--- src/rtl/taskwait_client_pkg.sv ---
// Shared definitions for the taskwait protocol between accelerator and manager.
// Header beat layout (type bit, components field) and the wake-up payload
// constant must match the manager side exactly.
package taskwait_client_pkg;

  // Header beat layout, shared with the Taskwait manager.
  localparam int TYPE_B                = 8;
  localparam int INSTREAM_COMPONENTS_L = 32;
  localparam int INSTREAM_COMPONENTS_H = 63;

  // Payload of the manager's wake-up beat.
  localparam logic [63:0] TW_WAKEUP_DATA = 64'd1;

  localparam int CHILD_CNT_W = INSTREAM_COMPONENTS_H - INSTREAM_COMPONENTS_L + 1;

  // Saturating increment of the child counter.
  function automatic logic [CHILD_CNT_W-1:0] sat_inc(input logic [CHILD_CNT_W-1:0] v);
    sat_inc = (v == {CHILD_CNT_W{1'b1}}) ? v : v + 1'b1;
  endfunction

endpackage

--- src/rtl/taskwait_client.sv ---
// Purpose: accelerator-side taskwait initiator; counts children, sends header+task id, waits for wake-up.
// Latency: tw_req -> header beat next cycle -> TID beat -> wait; tw_done one cycle after wake-up (or after tw_req on the empty skip path).
// Backpressure: outStream beats held stable until TREADY; inStream accepted only while waiting for wake-up.
// Ports: clk/rst (sync, active-high); child_created pulse; tw_req/tw_task_id/tw_req_ready request side;
//        tw_done pulse, protocol_err sticky; outStream_* two-beat message to manager; inStream_* wake-up beat.
module taskwait_client
  import taskwait_client_pkg::*;
#(
  parameter int MAX_ACCS   = 16,
  parameter int ACC_ID     = 0,
  parameter int SKIP_EMPTY = 1,
  localparam int ACC_BITS  = $clog2(MAX_ACCS)
) (
  input  logic                clk,
  input  logic                rst,
  input  logic                child_created,
  input  logic                tw_req,
  input  logic [63:0]         tw_task_id,
  output logic                tw_req_ready,
  output logic                tw_done,
  output logic                protocol_err,
  output logic [63:0]         outStream_TDATA,
  output logic                outStream_TVALID,
  input  logic                outStream_TREADY,
  output logic [ACC_BITS-1:0] outStream_TID,
  input  logic [63:0]         inStream_TDATA,
  input  logic                inStream_TVALID,
  output logic                inStream_TREADY
);

  localparam logic [2:0] IDLE        = 3'd0;
  localparam logic [2:0] SEND_HEADER = 3'd1;
  localparam logic [2:0] SEND_TID    = 3'd2;
  localparam logic [2:0] WAIT_WAKEUP = 3'd3;
  localparam logic [2:0] DONE        = 3'd4;

  logic [2:0]             state;
  logic [CHILD_CNT_W-1:0] child_cnt;
  logic [CHILD_CNT_W-1:0] comps;
  logic [63:0]            task_id;
  logic [CHILD_CNT_W-1:0] cnt_plus;
  logic                   hdr_fire;
  logic [63:0]            hdr_beat;

  // Counter value including a child created this very cycle.
  assign cnt_plus = child_created ? sat_inc(child_cnt) : child_cnt;
  assign hdr_fire = (state == SEND_HEADER) && outStream_TREADY;

  always_ff @(posedge clk) begin
    if (rst) begin
      state        <= IDLE;
      child_cnt    <= '0;
      comps        <= '0;
      task_id      <= '0;
      protocol_err <= 1'b0;
    end else begin
      // Once the header carrying the snapshot is accepted the count restarts;
      // a child created on that same cycle belongs to the next taskwait.
      child_cnt <= hdr_fire ? {{(CHILD_CNT_W-1){1'b0}}, child_created} : cnt_plus;

      case (state)
        IDLE: begin
          if (tw_req) begin
            task_id <= tw_task_id;
            comps   <= cnt_plus;
            if ((SKIP_EMPTY != 0) && (cnt_plus == '0)) begin
              state <= DONE;
            end else begin
              state <= SEND_HEADER;
            end
          end
        end
        SEND_HEADER: begin
          if (outStream_TREADY) begin
            state <= SEND_TID;
          end
        end
        SEND_TID: begin
          if (outStream_TREADY) begin
            state <= WAIT_WAKEUP;
          end
        end
        WAIT_WAKEUP: begin
          if (inStream_TVALID) begin
            if (inStream_TDATA != TW_WAKEUP_DATA) begin
              protocol_err <= 1'b1;
            end
            state <= DONE;
          end
        end
        DONE: begin
          state <= IDLE;
        end
        default: begin
          state <= IDLE;
        end
      endcase
    end
  end

  always_comb begin
    hdr_beat = '0;
    hdr_beat[TYPE_B] = 1'b1;
    hdr_beat[INSTREAM_COMPONENTS_H:INSTREAM_COMPONENTS_L] = comps;
  end

  // All outputs decode registered state only; inStream never reaches outStream combinationally.
  assign tw_req_ready     = (state == IDLE);
  assign tw_done          = (state == DONE);
  assign outStream_TVALID = (state == SEND_HEADER) || (state == SEND_TID);
  assign outStream_TDATA  = (state == SEND_TID) ? task_id : hdr_beat;
  assign outStream_TID    = ACC_BITS'(ACC_ID);
  assign inStream_TREADY  = (state == WAIT_WAKEUP);

endmodule

--- config.mk ---
export PLATFORM = sky130hd
export DESIGN_NAME = taskwait_client
export DESIGN_NICKNAME = d
export VERILOG_FILES = /design/src/rtl/taskwait_client_pkg.sv /design/src/rtl/taskwait_client.sv
export SDC_FILE = /design/constraint.sdc
export NUM_CORES = 1
export LEC_CHECK = 0
export ABC_AREA = 1
export CORE_ASPECT_RATIO = 1.5
export CORE_MARGIN = 5
export CORE_UTILIZATION = 50
export DETAILED_ROUTE_END_ITERATION = 16
export HOLD_SLACK_MARGIN = 0.05
export PLACE_DENSITY = 0.85
export SLEW_MARGIN = 15
export SYNTH_ARGS = -nofsm -noshare
export SYNTH_HDL_FRONTEND = slang
export SYNTH_SLANG_ARGS = --single-unit
--- constraint.sdc ---
create_clock -name clk -period 4 [get_ports clk]
set_input_delay 0.8 -clock clk [delete_from_list [all_inputs] [get_ports clk]]
set_output_delay 0.8 -clock clk [all_outputs]
set_load 0.05 [all_outputs]
==> metrics.cfg <==
[setup_path]
worstReg2RegStart = child_cnt[0]
reg2reg_slack_ns = 1.12
crit_arrival_ns = 2.75
cpPeakStageDelay_ns = 0.83
start_kind = flop
crit_chain = nor2_1, inv_1, nor2_2, inv_2, buf_4, nand2_1, o21ai_0, clkdlybuf4s50_1
cp_slowest_cell = clkdlybuf4s50_1
worstSetupPathType = reg -> out
crit_path_end_kind = primary output
crit_start = state[0]
worstReg2RegEnd = state[2]
crit_fanout = 28
reg2reg_depth = 17
required_ns = 3.20

[floorplan]
fp.coreArea_sq_um = 12900
die_area_sq_um = 15400
ios = 207
fp.dieH_microns = 150
start_util = 0.504
rows = 51
die_w_microns = 103

[yosys]
synthTopCellsByCount = nand2_1 (234), nor2_1 (171), dfxtp_1 (132), inv_1 (129), o21ai_0 (84)
synth_top_area_frac = 0.407
ys_types = 36
synth_area_leaders = dfxtp_1 (41%), nand2_1 (14%), nor2_1 (9.9%)
yosysSeqAreaShare = 0.407
async_flop_share = 0
ys_warn_count = 0
ys_seq_elements = 132
synth_flop_cell = dfxtp_1
synth_edf_count = 0
netlist.top_cell.by_area = dfxtp_1
syn_area_sq_um = 6490
synth_most_common_cell = nand2_1
syn_area_per_cell_sq_um = 6.50
synth_cells = 999

[timing]
fin_crit_sh = 0.888
slew_headroom = 0.369
fin_crit_ns = 3.55
finalMaxSlewViolations = 0
hold_viol_final = 0
rsz0062_at_grt = false
setup_viol = 0
finalSetupTns_ns = 0
finClkSkew_ns = 0.0133
worstMarginPinSlew_ns = 0.947
worst_slack_ns = 0.447
fmax_ghz = 0.281

[clock_tree]
cts.clk_slew.worst_paths_ns = 0.06
cts.sinks = 132
cts_tree = done
insertion_delay_ns = 0.42
cts_made_buffers = 17
cts-hold-fix-buffers = 0
postCtsSetupBuffers = 0
ctsResizeCount = 0
cts_buffer_depth = 2
htreeDepth = 4
clockRootBuffer = clkbuf_16

[drt]
drt-wirelength-per-cell_microns = 16.3
ant_nets = 0
routed_wl_mm = 22.0
routed_via_density = 5.29
drtPass1Iterations = 7
num_vias = 7136
drtIter0Drc = 595
drc = 0

[hold_path]
hold_class = reg -> reg
min_to = task_id[53]
holdPathStages = 2
worstHoldStart = task_id[53]

[cells_and_area]
layout.nets = 1313
antenna_cells = 0
instances_no_fill = 1350
fill_cells = 1038
area_growth_syn_to_layout_pct = 41.6
finish.instance_area_sq_um = 9190
drive_gt1_frac = 0.0529

[power]
power.density_nw_per_um2 = 634
irDropWorstVdd_mv = 0.625
p_leak_nw = 3.95

[global_routing]
grt_pass1_vias = 6797
busiest_layer = met2
grtUsageTotal = 0.285
grt_max_degree = 107
grtUsageMet3 = 0.0714
antenna_found_initial = 0
use_met2 = 0.496
grt_overflow = 0
grt_first_pass_wirelength_mm = 34.0
met1_usage = 0.327

[placement]
dpl.hpwl_mm = 15.9
dpl.cell_count = 1318
placed_area_sq_um = 8570
io_buffers = 202
place.gp.congestion = 0.923
place_ws_ns = 0.948

[job]
cap_violations = 0

[outcome]
status = complete, no violations

## worst max-delay path, delay by kind of cell (launching register included)
| kind | cells | cell delay, ns |
|---|---|---|
| flops | 1 | 0.41 |
| simple gates | 3 | 0.27 |
| buf+inv | 4 | 1.56 |
| compound gates | 1 | 0.09 |
## cell type report
type	instances	area [sq um]	share of cell area
multi-input cells	683	3130	0.341
flip-flops and latches	132	2640	0.288
repair buffers	210	2090	0.228
inverters	134	503	0.0547
clock buffers	17	425	0.0463
well taps	159	199	0.0216
clock inverters	15	193	0.0210
## logic make-up (layout without fill, tap and decap cells)
group / Yosys count / count (layout) / synth area share
mux: 1 / 1 / 0.00154
compound gates: 164 / 164 / 0.137
buf+inv: 187 / 376 / 0.114
fa+ha+maj: 1 / 1 / 0.00193
flops: 132 / 132 / 0.407
simple gates: 510 / 510 / 0.334
other cells: 1 / 4 / 0.000578
xor+xnor: 3 / 3 / 0.00405
## placed cells by master (no fill, tap or decap), types with 2 or more instances in the layout
cell	n
inv_1	128
nand4_1	18
xor2_1	2
nor4_1	16
dfxtp_1	132
nor2_2	4
nand4_2	3
inv_6	6
o21ai_0	84
clkbuf_16	17
nand2_1	234
nor3_1	6
nor2_4	2
conb_1	4
nor3_2	2
nor2_1	169
buf_4	7
bufinv_16	3
a21oi_1	53
nand3_1	47
inv_2	5
clkdlybuf4s50_1	202
nand2_2	3
o211ai_1	25
clkinv_4	3
## worst max-delay path by stage
stage | endpoint | slack (ns) | depth (start not counted)
floorplan | outStream_TDATA[49] | 1.00 | 6
global placement | state[0] | 0.97 | 14
detailed placement | state[0] | 0.95 | 14
CTS | outStream_TDATA[52] | 0.45 | 8
global route | outStream_TDATA[52] | 0.26 | 8
finish | outStream_TDATA[52] | 0.45 | 8
## sequential cells by signal, summed over array words and instances, names as in the netlist
| register | flops |
|---|---|
| child_cnt | 32 |
| comps | 32 |
| protocol_err | 1 |
| state | 3 |
| task_id | 64 |
## metrics by stage
| stage | utilization | hold WS [ns] | power (mW) |
|---|---|---|---|
| floorplan | - | 0.425 | 3.35 |
| global placement | 0.665 | 0.434 | 4.12 |
| detailed placement | 0.665 | 0.438 | 4.15 |
| CTS | 0.713 | 0.447 | 5.83 |
| global route | 0.713 | 0.472 | 6.11 |
| finish | 0.713 | 0.447 | 5.83 |
## report_power, final
part / switching [mW] / internal [mW] / leakage (nW)
Clock: 0.655 / 0.998 / 0.302
Combinational: 1.62 / 0.738 / 2.56
Sequential: 0.152 / 1.66 / 1.09
Total: 2.43 / 3.40 / 3.95
## routing by layer
layer | routed length [microns] | part of all wire
met1 | 7920 | 0.36
met2 | 11300 | 0.51
met3 | 1950 | 0.089
met4 | 880 | 0.040
met5 | 0 | 0
Power figures use the tool's default switching activity.
